File: src/rtl/ssm_pkg.sv
// Shared types and constants for the SSM host-side sequencer.
package ssm_pkg;

  typedef enum logic [1:0] {
    LOAD  = 2'd0,
    START = 2'd1,
    WAIT  = 2'd2,
    DRAIN = 2'd3
  } state_t;

  function automatic int frame_words(input int b, input int h, input int p, input int n);
    return 2*b*h + 2*b*n + h + b*h*p + b*h*p*n;
  endfunction

  // Default-geometry layout (B=1, H=4, P=4, N=4), offsets in words
  localparam int NW     = frame_words(1, 4, 4, 4);
  localparam int NY     = 1*4*4;
  localparam int OFF_DT = 0;
  localparam int OFF_DA = OFF_DT + 1*4;
  localparam int OFF_BM = OFF_DA + 1*4;
  localparam int OFF_C  = OFF_BM + 1*4;
  localparam int OFF_D  = OFF_C  + 1*4;
  localparam int OFF_X  = OFF_D  + 4;
  localparam int OFF_HP = OFF_X  + 1*4*4;

  localparam logic [15:0] FP16_ZERO = 16'h0000;
  localparam logic [15:0] FP16_ONE  = 16'h3C00;
  localparam logic [15:0] FP16_TWO  = 16'h4000;

endpackage

File: src/rtl/ssm_y_serializer.sv
// Captures the SSM result bus and streams it out one word at a time.
module ssm_y_serializer #(
  parameter int NY = 16,
  parameter int DW = 16
) (
  input  logic             clk,
  input  logic             rst,
  input  logic             capture,
  input  logic [NY*DW-1:0] y_in,
  input  logic             m_ready,
  output logic             m_valid,
  output logic [DW-1:0]    m_data,
  output logic             m_last,
  output logic             frame_done
);

  localparam int IW = (NY > 1) ? $clog2(NY) : 1;

  logic [NY*DW-1:0] y_q;
  logic [IW-1:0]    idx_q;
  logic             valid_q;
  logic             is_last;
  logic             xfer;

  assign is_last    = (idx_q == IW'(NY-1));
  assign xfer       = valid_q & m_ready;
  assign m_valid    = valid_q;
  // Data is indexed from the held register, so it cannot move while stalled
  assign m_data     = y_q[idx_q*DW +: DW];
  assign m_last     = valid_q & is_last;
  assign frame_done = xfer & is_last;

  always_ff @(posedge clk or negedge rst) begin
    if (!rst) begin
      y_q     <= '0;
      idx_q   <= '0;
      valid_q <= 1'b0;
    end else if (capture) begin
      y_q     <= y_in;
      idx_q   <= '0;
      valid_q <= 1'b1;
    end else if (xfer) begin
      if (is_last) begin
        idx_q   <= '0;
        valid_q <= 1'b0;
      end else begin
        idx_q <= idx_q + 1'b1;
      end
    end
  end

endmodule

File: src/rtl/ssm_io_sequencer.sv
// Host-side loader/collector for the SSM block: word stream in, start/done, word stream out.
module ssm_io_sequencer
  import ssm_pkg::*;
#(
  parameter int B       = 1,
  parameter int H       = 4,
  parameter int P       = 4,
  parameter int N       = 4,
  parameter int DW      = 16,
  parameter int TIMEOUT = 1024
) (
  input  logic                  clk,
  input  logic                  rst,
  input  logic                  s_valid,
  input  logic [DW-1:0]         s_data,
  output logic                  s_ready,
  output logic                  ssm_start,
  input  logic                  ssm_done,
  input  logic [B*H*P*DW-1:0]   ssm_y_flat,
  output logic [B*H*DW-1:0]     dt_flat,
  output logic [B*H*DW-1:0]     dA_flat,
  output logic [B*N*DW-1:0]     Bmat_flat,
  output logic [B*N*DW-1:0]     C_flat,
  output logic [H*DW-1:0]       D_flat,
  output logic [B*H*P*DW-1:0]   x_flat,
  output logic [B*H*P*N*DW-1:0] h_prev_flat,
  output logic                  m_valid,
  output logic [DW-1:0]         m_data,
  output logic                  m_last,
  input  logic                  m_ready,
  output logic                  busy,
  output logic                  err
);

  localparam int NWORDS = frame_words(B, H, P, N);
  localparam int NYW    = B*H*P;
  localparam int O_DT   = 0;
  localparam int O_DA   = O_DT + B*H;
  localparam int O_BM   = O_DA + B*H;
  localparam int O_C    = O_BM + B*N;
  localparam int O_D    = O_C  + B*N;
  localparam int O_X    = O_D  + H;
  localparam int O_HP   = O_X  + B*H*P;
  localparam int IW     = $clog2(NWORDS);
  localparam int TW     = $clog2(TIMEOUT + 1);

  state_t                 state_q, state_d;
  logic [IW-1:0]          idx_q;
  logic [TW-1:0]          tcnt_q;
  logic [NWORDS*DW-1:0]   frame_q;
  logic                   err_q;
  logic                   capture;
  logic                   y_done;
  logic                   last_word;
  logic                   expired;

  assign last_word = (idx_q == IW'(NWORDS-1));
  assign expired   = (tcnt_q == TW'(TIMEOUT-1));

  always_ff @(posedge clk or negedge rst) begin
    if (!rst) state_q <= LOAD;
    else      state_q <= state_d;
  end

  always_comb begin
    state_d   = state_q;
    s_ready   = 1'b0;
    ssm_start = 1'b0;
    capture   = 1'b0;
    case (state_q)
      LOAD: begin
        s_ready = 1'b1;
        if (s_valid && last_word) state_d = START;
      end
      START: begin
        ssm_start = 1'b1;
        state_d   = WAIT;
      end
      WAIT: begin
        if (ssm_done) begin
          capture = 1'b1;
          state_d = DRAIN;
        end else if (expired) begin
          state_d = LOAD;
        end
      end
      DRAIN: begin
        if (y_done) state_d = LOAD;
      end
      default: state_d = LOAD;
    endcase
  end

  // The frame lives in one register; the field buses are fixed slices of it
  always_ff @(posedge clk or negedge rst) begin
    if (!rst) begin
      frame_q <= '0;
      idx_q   <= '0;
      tcnt_q  <= '0;
      err_q   <= 1'b0;
    end else begin
      if (s_valid && s_ready) begin
        frame_q[idx_q*DW +: DW] <= s_data;
        idx_q                   <= last_word ? '0 : idx_q + 1'b1;
        err_q                   <= 1'b0;
      end
      tcnt_q <= (state_q == WAIT) ? tcnt_q + 1'b1 : '0;
      if (state_q == WAIT && !ssm_done && expired) err_q <= 1'b1;
    end
  end

  assign dt_flat     = frame_q[O_DT*DW +: B*H*DW];
  assign dA_flat     = frame_q[O_DA*DW +: B*H*DW];
  assign Bmat_flat   = frame_q[O_BM*DW +: B*N*DW];
  assign C_flat      = frame_q[O_C*DW  +: B*N*DW];
  assign D_flat      = frame_q[O_D*DW  +: H*DW];
  assign x_flat      = frame_q[O_X*DW  +: B*H*P*DW];
  assign h_prev_flat = frame_q[O_HP*DW +: B*H*P*N*DW];

  assign busy = !(state_q == LOAD && idx_q == '0);
  assign err  = err_q;

  ssm_y_serializer #(
    .NY (NYW),
    .DW (DW)
  ) u_ser (
    .clk        (clk),
    .rst        (rst),
    .capture    (capture),
    .y_in       (ssm_y_flat),
    .m_ready    (m_ready),
    .m_valid    (m_valid),
    .m_data     (m_data),
    .m_last     (m_last),
    .frame_done (y_done)
  );

endmodule
File: config.mk
export PLATFORM = sky130hd
export DESIGN_NAME = ssm_io_sequencer
export DESIGN_NICKNAME = d
export VERILOG_FILES = /design/src/rtl/ssm_pkg.sv /design/src/rtl/ssm_y_serializer.sv /design/src/rtl/ssm_io_sequencer.sv
export SDC_FILE = /design/constraint.sdc
export NUM_CORES = 2
export LEC_CHECK = 0
export CAP_MARGIN = 20
export CORE_AREA = 2 2 729 731
export DETAILED_ROUTE_END_ITERATION = 6
export DIE_AREA = 0 0 731 733
export HOLD_SLACK_MARGIN = 0.06
export PLACE_DENSITY = 0.43
export SLEW_MARGIN = 0
export SYNTH_ARGS = -nofsm -noshare
export SYNTH_HDL_FRONTEND = slang
export SYNTH_SLANG_ARGS = --single-unit
File: constraint.sdc
create_clock -name clk -period 7 [get_ports clk]
set_clock_uncertainty 0.1 [all_clocks]
set_input_delay 1.4 -clock clk [delete_from_list [all_inputs] [get_ports clk]]
set_output_delay 1.4 -clock clk [all_outputs]
set_load 0.05 [all_outputs]
==> flow_metrics.py <==
metrics = {
    "clocking": {
        "cts.sinks": 1882,
        "cts_resized": 0,
        "hold_buffers": 0,
        "clockBufferDepth": 4,
        "cts.htree.levels": 4,
        "cts_tree": "yes",
        "cts.reportedPaths.clkPinSlew_ns": 0.06,
        "cts_root_buf": "clkbuf_16",
        "worstSkewPairLatency_ns": 0.96,
        "cts_setup_buffers": 0,
        "cts_made_buffers": 239,
    },
    "pwr": {
        "ir_drop_uv": 283.1,
        "power_mw": 38.52,
        "power.density_nw_per_um2": 340.4,
        "p_leak_nw": 50.90,
    },
    "synthesis": {
        "syn_avg_cell_area_um2": 12.83,
        "async_reset_ff_share_pct": 100.0,
        "synth_nets": 6211,
        "synth_seq_cells": 1882,
        "synth-main-ff-cell": "dfrtp_1",
        "ys.warnings.count": 0,
        "syn_inst": 5929,
        "yosysSeqAreaShare_pct": 61.91,
        "ys_types": 59,
        "synth_edf_count": 0,
        "synth_area_um2": 76070,
    },
    "layout": {
        "drive_above_1_share_pct": 26.97,
        "layout_common_cells": "dfrtp_1 (1880), clkdlybuf4s50_1 (1869), mux2_2 (1249)",
        "final_cell_area_um2": 113200,
        "finalNonFillerCells": 15140,
        "nets": 8174,
        "area_delta_synth_final_pct": 48.79,
        "mostFrequentLayoutCell": "dfrtp_1",
        "utilization_pct": 21.46,
        "nFillCells": 56840,
    },
    "sta": {
        "grt_setup_unrepaired": "false",
        "finalCritPeriodShare_pct": 82.63,
        "fmax_mhz": 172.9,
        "fin_hold_ws_ns": 0.2961,
        "min_period_ns": 5.784,
        "setup_viol": 0,
        "hold_violations": 0,
        "finalSetupTns_ns": 0,
        "max_slew_margin_pct": 15.71,
        "worst_pin_slew_ns": 1.263,
        "finalWorstSetupSlack_ns": 1.216,
        "slew_violations": 0,
    },
    "global_route": {
        "antenna_found_initial": 137,
        "grt_pass1_vias": 57810,
        "grt_first_pass_wirelength_mm": 620.0,
        "globalRouteTotalUtil_pct": 17.43,
        "grt_overflow_total": 0,
        "grt_max_degree": 148,
    },
    "status": {
        "status": "complete, no violations",
    },
    "setup_path": {
        "worstSetupPathType": "reg -> out",
        "cp-start-kind": "flop",
        "r2r_slack_ns": 1.52,
        "reg2regPathDepth": 12,
        "rr_startpoint": "idx_q[1]",
        "cp.required_ns": 5.50,
        "reg2reg_to": "frame_q[1344]",
        "end_kind": "primary output",
        "crit_arrival_ns": 4.28,
        "path_max_fanout": 34,
    },
    "floorplanning": {
        "die_w_um": 731,
        "fp.dieH_um": 733,
        "core_area_um2": 527500,
        "pin_count": 1899,
        "rows": 267,
        "die_area_um2": 535800,
        "start_util_pct": 14.42,
    },
    "routing": {
        "wl_mm": 484.3,
        "wl_per_cell_um": 32.00,
        "drt_iter0_markers": 3892,
        "dr.pass1.iters": 6,
        "detail_route.drc_violations": 0,
        "detail-route-antenna-nets": 0,
        "routed-via-count": 57120,
        "viasPerCell": 3.773,
    },
    "placement": {
        "io_buffer_count": 1898,
        "place_inst": 14640,
        "dp_hpwl_mm": 367.2,
        "postPlaceCellArea_um2": 104800,
        "dp_slack_ns": 1.470,
        "gp_congestion": 0.8124,
    },
    "worst_hold_path": {
        "hp-class": "in -> async",
    },
    "job": {
        "maxCapViolCount": 0,
    },
}
==> layout make-up <==
class | instances | area (um2) | share of cell area [%]
diodes | 56 | 140.1 | 0.1238
inverters | 9 | 33.78 | 0.02985
multi-input cells | 3608 | 27770 | 24.54
repair buffers | 2152 | 21300 | 18.82
well taps | 6994 | 8751 | 7.731
clock inverters | 86 | 1120 | 0.9894
flip-flops and latches | 1882 | 47100 | 41.62
clock buffers | 349 | 6964 | 6.153
==> power by group <==
| part | switching, mW | internal (mW) |
|---|---|---|
| Sequential | 0.963 | 11.9 |
| Clock | 5.51 | 7.43 |
| Combinational | 9.77 | 2.96 |
==> worst max-delay path, stage by stage, from the launching register on <==
cell	delay [ns]
dfrtp_4	0.90
buf_12	0.32
mux4_2	0.63
mux4_2	0.50
clkdlybuf4s50_1	0.93
==> cells in the mapped netlist (all sizes together), types with 9 or more instances <==
cell type	instances	area (um2)
nand2	1026	3851
dfrtp	1882	47100
a21oi	10	50.05
mux2	1295	14660
and2	42	262.8
o31ai	20	150.1
buf	165	880.8
nor2	351	1340
mux4	80	1802
o21ai	268	1341
clkbuf	265	998.5
and3	28	175.2
xor2	11	103.9
nor3	203	1371
or2	9	56.30
nand3	52	260.3
a21o	99	743.2
or3	26	162.7
inv	9	33.78
==> routing by layer <==
layer / part of all wire (%) / wire length, um / track usage [%]
met2: 46 / 221900 / 28.21
met3: 9.1 / 44090 / 6.094
met5: 0.050 / 243 / 0
met1: 43 / 207600 / 22.37
met4: 2.2 / 10420 / 3.514
==> state kept, by name, indices dropped and copies added (netlist names) <==
signal / flops
err: 1
frame_q: 1600
idx_q: 7
state_q: 2
tcnt_q: 11
u_ser.idx_q: 4
u_ser.m_valid: 1
u_ser.y_q: 256
==> kinds of logic (layout without fill, tap and decap cells) <==
group	Yosys count	count (layout)	synth area share [%]
buffers and inverters	439	2596	2.515
adders and majority gates	5	5	0.08224
DFF	1882	1882	61.91
and+or+nand+nor	1779	1779	10.24
other	0	56	0
AOI/OAI and AO/OA	428	428	3.359
xor gates and xnor gates	17	17	0.2056
muxes	1379	1379	21.69
==> how the worst max path moves through the flow <==
stage / from / end / slack [ns] / cells after the start
floorplan: u_ser.idx_q[0] / m_data[0] / 2.76 / 5
global placement: idx_q[1] / frame_q[1192] / 1.58 / 12
detailed placement: idx_q[1] / frame_q[1192] / 1.47 / 12
CTS: u_ser.idx_q[0] / m_data[9] / 1.00 / 4
global route: u_ser.idx_q[0] / m_data[9] / 0.93 / 4
finish: u_ser.idx_q[0] / m_data[9] / 1.22 / 4
(Power assumes the default switching activity.)
